<file path="config.mk">
export PLATFORM = sky130hd
export DESIGN_NAME = button_conditioner
export DESIGN_NICKNAME = d
export VERILOG_FILES = /design/src/rtl/button_conditioner.sv
export SDC_FILE = /design/constraint.sdc
export NUM_CORES = 1
export LEC_CHECK = 0
export BUFFER_PORTS_ARGS = -buffer_cell sky130_fd_sc_hd__buf_4
export CAP_MARGIN = 25
export CORE_MARGIN = 4
export CORE_UTILIZATION = 41
export CTS_CLUSTER_DIAMETER = 40
export DETAILED_ROUTE_END_ITERATION = 16
export PLACE_DENSITY = 0.61
export SLEW_MARGIN = 30
export SYNTH_ARGS = -nofsm -noshare
export SYNTH_HDL_FRONTEND = slang
export SYNTH_SLANG_ARGS = --single-unit
</file>
<file path="constraint.sdc">
create_clock -name clk -period 2.37 [get_ports clk]
set_input_delay 0.3555 -clock clk [delete_from_list [all_inputs] [get_ports clk]]
set_output_delay 0.3555 -clock clk [all_outputs]
set_load 0.005 [all_outputs]
</file>
<file path="src/rtl/button_conditioner.sv">
// button_conditioner: per-channel two-flop synchronizer, counting debouncer,
// registered edge pulses and a clearable sticky "was pressed" flag.
module button_conditioner #(
    parameter int NUM_BTN         = 3,
    parameter int DEBOUNCE_CYCLES = 1000000
) (
    input  logic               clk,
    input  logic               rst,
    input  logic [NUM_BTN-1:0] btnRaw,
    input  logic [NUM_BTN-1:0] clearSticky,
    output logic [NUM_BTN-1:0] btnLevel,
    output logic [NUM_BTN-1:0] btnRise,
    output logic [NUM_BTN-1:0] btnFall,
    output logic [NUM_BTN-1:0] btnSticky
);
    localparam int CW = $clog2(DEBOUNCE_CYCLES + 1);
    localparam logic [CW-1:0] CNT_MAX = CW'(DEBOUNCE_CYCLES - 1);

    typedef enum logic {STABLE, PENDING} state_t;

    for (genvar i = 0; i < NUM_BTN; i++) begin : g_ch
        state_t        state_q, state_d;
        logic [CW-1:0] cnt_q, cnt_d;
        logic          sync1_q, sync2_q;
        logic          level_q, level_d;
        logic          rise_q, rise_d;
        logic          fall_q, fall_d;
        logic          sticky_q, sticky_d;
        logic          diff, done;

        // cnt_q is 0 in STABLE, so cnt_q + 1 also yields the entry value of 1
        always_comb begin
            diff     = sync2_q != level_q;
            done     = state_q == PENDING && diff && cnt_q == CNT_MAX;
            state_d  = diff && !done ? PENDING : STABLE;
            cnt_d    = diff && !done ? cnt_q + CW'(1) : '0;
            level_d  = level_q ^ done;
            rise_d   = done && !level_q;
            fall_d   = done && level_q;
            sticky_d = rise_q || (sticky_q && !clearSticky[i]);
        end

        always_ff @(posedge clk or posedge rst) begin
            if (rst) begin
                state_q  <= STABLE;
                cnt_q    <= '0;
                sync1_q  <= 1'b0;
                sync2_q  <= 1'b0;
                level_q  <= 1'b0;
                rise_q   <= 1'b0;
                fall_q   <= 1'b0;
                sticky_q <= 1'b0;
            end else begin
                state_q  <= state_d;
                cnt_q    <= cnt_d;
                sync1_q  <= btnRaw[i];
                sync2_q  <= sync1_q;
                level_q  <= level_d;
                rise_q   <= rise_d;
                fall_q   <= fall_d;
                sticky_q <= sticky_d;
            end
        end

        assign btnLevel[i]  = level_q;
        assign btnRise[i]   = rise_q;
        assign btnFall[i]   = fall_q;
        assign btnSticky[i] = sticky_q;
    end
endmodule

</file>
==> impl_metrics.yaml, run 1 <==
outcome:
  status: "finished clean"
drt:
  drt-initial-drc-count: 143
  drt-total-wl_mm: 6.751
  drc: 0
  avgRoutedWirePerCell_um: 13.50
  vias_per_cell: 5.172
  ant_nets: 0
  vias: 2586
  drtPass1Iterations: 4
floorplanning:
  die_area_sq_mm: 0.01087
  initial_utilization: 0.4293
  rows: 34
  core_sq_mm: 0.008848
  die_h_um: 104.3
  die_w_um: 104.3
  pin_count: 20
sta:
  setup_viol: 0
  fin_crit_ns: 1.854
  final.period_utilization: 0.7823
  fin_tns_setup_ns: 0
  slew_headroom: 0.6220
  fin_skew_ns: 0.01199
  tightest_slew_ns: 0.5618
  fmax_mhz: 539.4
  rsz0062_at_grt: "no"
  hold_violations: 0
  final_max_slew_viol_count: 0
  hold_ws_ns: 0.07931
setup_path:
  cp.arrival_ns: 2.08
  startpoint_type: "flop"
  path_class: "flop to flop"
  cp.required_ns: 2.60
  end_kind: "flop"
  critPathMaxFanout: 7
pwr:
  internal-power_uw: 1830
  peakVddDrop_mv: 0.3396
  switching_share: 0.2527
  switchingPower_uw: 618.6
  pwr_density_cell_mw_per_mm2: 585.5
  comb_power_share: 0.038
  clockPowerShare: 0.383
  seqPwrFrac: 0.579
  power.leakage_uw: 0.001869
clock_network:
  cts_max_path_buffers: 2
  cts_sinks: 81
  clk_pin_slew_ns: 0.09
  cts_htree_levels: 3
  cts_tree: "done"
  ctsResizeCount: 0
  clock-root-buffer: "clkbuf_8"
  cts_setup_buffers: 0
  ctsHoldBuffers: 0
  insertion_delay_ns: 0.35
  cts_buffers: 9
synth:
  synth-edff-count: 0
  synthDistinctLibCells: 35
  synth-seq-cells: 81
  synth_top_cell_area_share: 0.5336
  async_flop_share: 1.000
  synth_most_common_cell: "dfrtp_1"
  ys_top_cells_by_area: "dfrtp_1 53%, nor2_1 4.8%, xnor2_1 4.8%"
  syn_nets: 391
  yosysWarnings: 0
  yosys.area.top_type: "dfrtp_1"
  syn_inst: 374
  synth_area_sq_mm: 0.003799
  yosys_most_used_dff: "dfrtp_1"
  synthTopCellsByCount: "81 x dfrtp_1, 49 x nor2_1, 25 x inv_1, 24 x nand3_1, 21 x xnor2_1"
  seq_area_frac_synth: 0.5336
  syn_avg_cell_area_sq_um: 10.16
grt:
  antenna_found_initial: 0
  grt_max_degree: 57
  grt_pass1_vias: 2515
  grt_pass1_wl_mm: 11.65
  grt_use_total: 0.1305
  grt-ovfl-total: 0
place:
  dpl.cell_count: 484
  portBuffers: 19
  dp_hpwl_mm: 4.674
  globalplace.congestion: 0.7639
  placed_area_sq_mm: 0.003998
cells_and_area:
  drive_gt1_frac: 0.1276
  final_cells: 500
  final_cell_area_sq_mm: 0.004182
  nFillCells: 841
  multi_input_area_sq_mm: 0.001545
  diodes: 0
  regArea_sq_mm: 0.002027
  finalNetCount: 404
  areaGrowthSynthToFinish_pct: 10.08
worst_hold_path:
  hold_class: "primary input to async pin"
run:
  max_cap_violations: 0
[metal layers]
layer	GRT usage	wire length, um	part of all wire	vias up
li1	-	-	-	1307
met1	0.1849	3370	0.50	1238
met2	0.1936	3087	0.46	30
met3	0.02669	184	0.027	11
met4	0.05603	108	0.016	0
met5	0	0	0	-
[final timing paths]
check / startpoint / end / depth (start not counted) / slack (ns)
worst max register to register: g_ch[0].cnt_q[0] / g_ch[0].cnt_q[18] / 5 / 0.52
worst max-delay path: g_ch[0].cnt_q[0] / g_ch[0].cnt_q[18] / 5 / 0.52
max in group asynchronous: rst / g_ch[2].sync1_q / 3 / 2.01
min in group clk: btnRaw[0] / g_ch[0].sync1_q / 1 / 0.10
worst min-delay path: rst / g_ch[2].cnt_q[11] / 3 / 0.08
worst min register to register: g_ch[2].sync1_q / g_ch[2].sync2_q / 0 / 0.34
[power by group through the flow]
stage          combinational, uW  sequential [uW]  clock [uW]
3_3_place_gp                95.5             1440           0
3_5_place_dp                95.9             1440           0
2_1_floorplan               62.0             1440           0
5_1_grt                      109             1420        1040
6_report                    92.1             1420         939
4_1_cts                     96.4             1420         977
[per-stage QoR]
stage | total power, uW | setup WS (ns) | util
finish | 2448 | 0.5159 | 0.4726
global route | 2572 | 0.2325 | 0.4726
CTS | 2491 | 0.5041 | 0.4726
detailed placement | 1541 | 0.4975 | 0.4518
global placement | 1539 | 0.5771 | 0.4518
floorplan | 1503 | 0.6236 | -
[flip-flops by register name (all words and copies together), names as in the netlist]
name and cells:
g_ch.sticky_q 3, g_ch.sync1_q 3, g_ch.level_q 3, g_ch.rise_q 3
g_ch.sync2_q 3, g_ch.fall_q 3, g_ch.state_q 3, g_ch.cnt_q 60
[final cells by class]
type                       count  area share
inverter                      25     0.02334
multi-input combinational    246      0.3695
timing repair buffer          24     0.04608
clock inverter                 7     0.01436
clock buffer                   9     0.02962
sequential                    81      0.4847
tap                          108     0.03232
[cell families after synthesis]
kind of cell	synth area share
buffers and inverters	0.05962
adders and majority gates	0.02964
xor gates and xnor gates	0.08762
and+or+nand+nor	0.2190
AOI/OAI and AO/OA	0.07049
DFF	0.5336
[cells in the final DEF (no fill, tap or decap), types with 7 or more instances in the layout]
| master | synthesis | final |
|---|---|---|
| nand4_1 | 13 | 13 |
| inv_1 | 25 | 24 |
| xnor2_1 | 21 | 21 |
| a21oi_1 | 17 | 17 |
| ha_1 | 9 | 9 |
| or4_1 | 8 | 8 |
| and3_1 | 7 | 7 |
| nand3_1 | 24 | 24 |
| clkbuf_8 | 0 | 9 |
| or3_1 | 12 | 12 |
| o21ai_0 | 12 | 12 |
| dfrtp_1 | 81 | 81 |
| buf_4 | 12 | 23 |
| nor2_1 | 49 | 49 |
| nand2_1 | 14 | 14 |
| xor2_1 | 17 | 17 |
[critical path: stages, from the launching register on]
cell and delay, ns:
dfrtp_1 0.41, ha_1 0.20, nand3_1 0.24, nor4_1 0.60, a31o_2 0.23, a21oi_1 0.05
Power figures use the tool's default switching activity.
==> inputs of run 2 (changes only) <==
==> constraint.sdc (replaced) <==
create_clock -name clk -period 1.7 [get_ports clk]
set_input_delay 0.255 -clock clk [delete_from_list [all_inputs] [get_ports clk]]
set_output_delay 0.255 -clock clk [all_outputs]
set_load 0.005 [all_outputs]
==> run 2 against run 1 <==
  * Critical path depth up 1
  * Combinational power grew 94%
  * Global-route usage grew 0.99 points
  * Clock-buffer cell count is 2 higher
  * Non-clock buffer count rose by 58
  * Sequential power up 39%
  * Sequential cell count is the same
  * First-iteration DRC count fell by 13%
  * Sequential share of layout area shrank 6.3 points
  * Cell count is 12% higher
  * Wire length increased by 9.4%
  * Clock skew down 0.0023 ns
  * Critical path type unchanged
  * Largest power group unchanged
==> impl_metrics.yaml, run 2 (synthesis results as in run 1) <==
sta:
  fmax_mhz: 598.8
  setup_viol: 0
  setup_slack_ns: 0.02993
  hold_ws_ns: 0.1798
  slew_headroom: 0.6908
  fin_skew_ns: 0.009645
  hold_violations: 0
  final.period_utilization: 0.9824
  fin_crit_ns: 1.670
  rsz0062_at_grt: "yes"
  tightest_slew_ns: 0.4574
  final_max_slew_viol_count: 0
worst_hold_path:
  hold_class: "primary input to flop"
  worstHoldStart: "clearSticky[1]"
setup_path:
  r2r-start: "g_ch[2].cnt_q[6]"
  critPathMaxFanout: 3
  path_class: "flop to flop"
  crit_start: "g_ch[2].cnt_q[6]"
  startpoint_type: "flop"
  cp.required_ns: 1.99
  cp.arrival_ns: 1.96
  end_kind: "flop"
cells_and_area:
  layout_common_cells: "79 x dfrtp_1, 73 x buf_4, 44 x nor2_1"
  largest_reg_flops: 60
  drive_gt1_frac: 0.2911
  final_common_cell: "dfrtp_1"
  multi_input_area_sq_mm: 0.001658
  areaGrowthSynthToFinish_pct: 26.65
  regArea_sq_mm: 0.002029
  nFillCells: 772
  final_cell_area_sq_mm: 0.004811
  largest_register: "g_ch.cnt_q"
  diodes: 0
  finalNetCount: 462
  final_cells: 558
drt:
  vias_per_cell: 5.167
  vias: 2883
  drt-total-wl_mm: 7.385
  avgRoutedWirePerCell_um: 13.23
  drt-initial-drc-count: 124
  drc: 0
  ant_nets: 0
  drtPass1Iterations: 4
clock_network:
  cts_buffers: 9
  cts_htree_levels: 3
  clock-root-buffer: "clkbuf_8"
  cts_sinks: 81
  cts_tree: "done"
  cts_max_path_buffers: 2
  insertion_delay_ns: 0.34
  clk_pin_slew_ns: 0.08
floorplanning:
  initial_utilization: 0.4293
  die_w_um: 104.3
  pin_count: 20
  die_area_sq_mm: 0.01087
  core_sq_mm: 0.008848
  rows: 34
  die_h_um: 104.3
place:
  dp_hpwl_mm: 4.968
  pre_cts_ws_ns: 0.005943
  globalplace.congestion: 0.8146
  portBuffers: 19
  placed_area_sq_mm: 0.004303
  dpl.cell_count: 523
pwr:
  power.total_uw: 3733
  peakVddDrop_mv: 0.3979
  pwr_density_cell_mw_per_mm2: 775.9
  power.leakage_uw: 0.002195
grt:
  grt_max_degree: 51
  antenna_found_initial: 0
  grt_pass1_vias: 2778
  grt-ovfl-total: 0
  grt_pass1_wl_mm: 12.67
  grt_use_total: 0.1403
outcome:
  status: "finished clean"
run:
  max_cap_violations: 0
-- run 2: routing by layer --
layer | vias to the layer above | GRT usage | wire, um
li1 | 1422 | - | -
met1 | 1413 | 0.1830 | 3473
met2 | 36 | 0.2298 | 3563
met3 | 12 | 0.02359 | 186
met4 | 0 | 0.06268 | 161
met5 | - | 0 | 0
-- run 2: worst max-delay path, stage by stage (launching register included) --
cell and delay (ns):
dfrtp_1 0.40, or4_4 0.55, nor2_4 0.13, nand4_1 0.11, nor2_2 0.15, ha_1 0.24
inv_1 0.05
-- run 2: repair_timing --
| item | CTS | global route |
|---|---|---|
| pin swaps | 0 | 15 |
| hold buffers | 3 | 1 |
| endpoints found under the hold margin | 52 | 1 |
| buffers inserted | 2 | 13 |
| setup endpoints to repair | 2 | 51 |
| gates resized for setup | 1 | 34 |
-- run 2: path summary, 6_finish.rpt --
kind,to,slack (ns),cells after the start
min,g_ch[1].sticky_q,0.18,3
max,g_ch[2].level_q,0.03,6
max reg2reg,g_ch[2].level_q,0.03,6
min in group asynchronous,g_ch[2].cnt_q[16],0.53,4
min reg2reg,g_ch[1].sync2_q,0.35,0
max in group asynchronous,g_ch[0].cnt_q[12],0.78,4
-- run 2: final cells by class --
cell class              instances  area share
repair buffers                 82      0.1376
clock inverters                 5     0.01612
flip-flops and latches         81      0.4218
inverters                      25     0.02029
multi-input cells             246      0.3446
well taps                     108     0.02809
clock buffers                  11     0.03147
-- run 2: per-stage QoR --
step                        util  TNS, ns
after floorplan                -        0
after global placement    0.4863        0
after detailed placement  0.4863        0
after CTS                 0.5175        0
after global routing      0.5437  -0.3355
final                     0.5437        0
-- run 2: where the power goes --
| group | total (uW) | internal [uW] | switching [uW] |
|---|---|---|---|
| Clock | 1580 | 903 | 679 |
| Combinational | 179 | 79.2 | 99.6 |
| Sequential | 1970 | 1950 | 19.4 |
| Total | 3730 | 2930 | 798 |
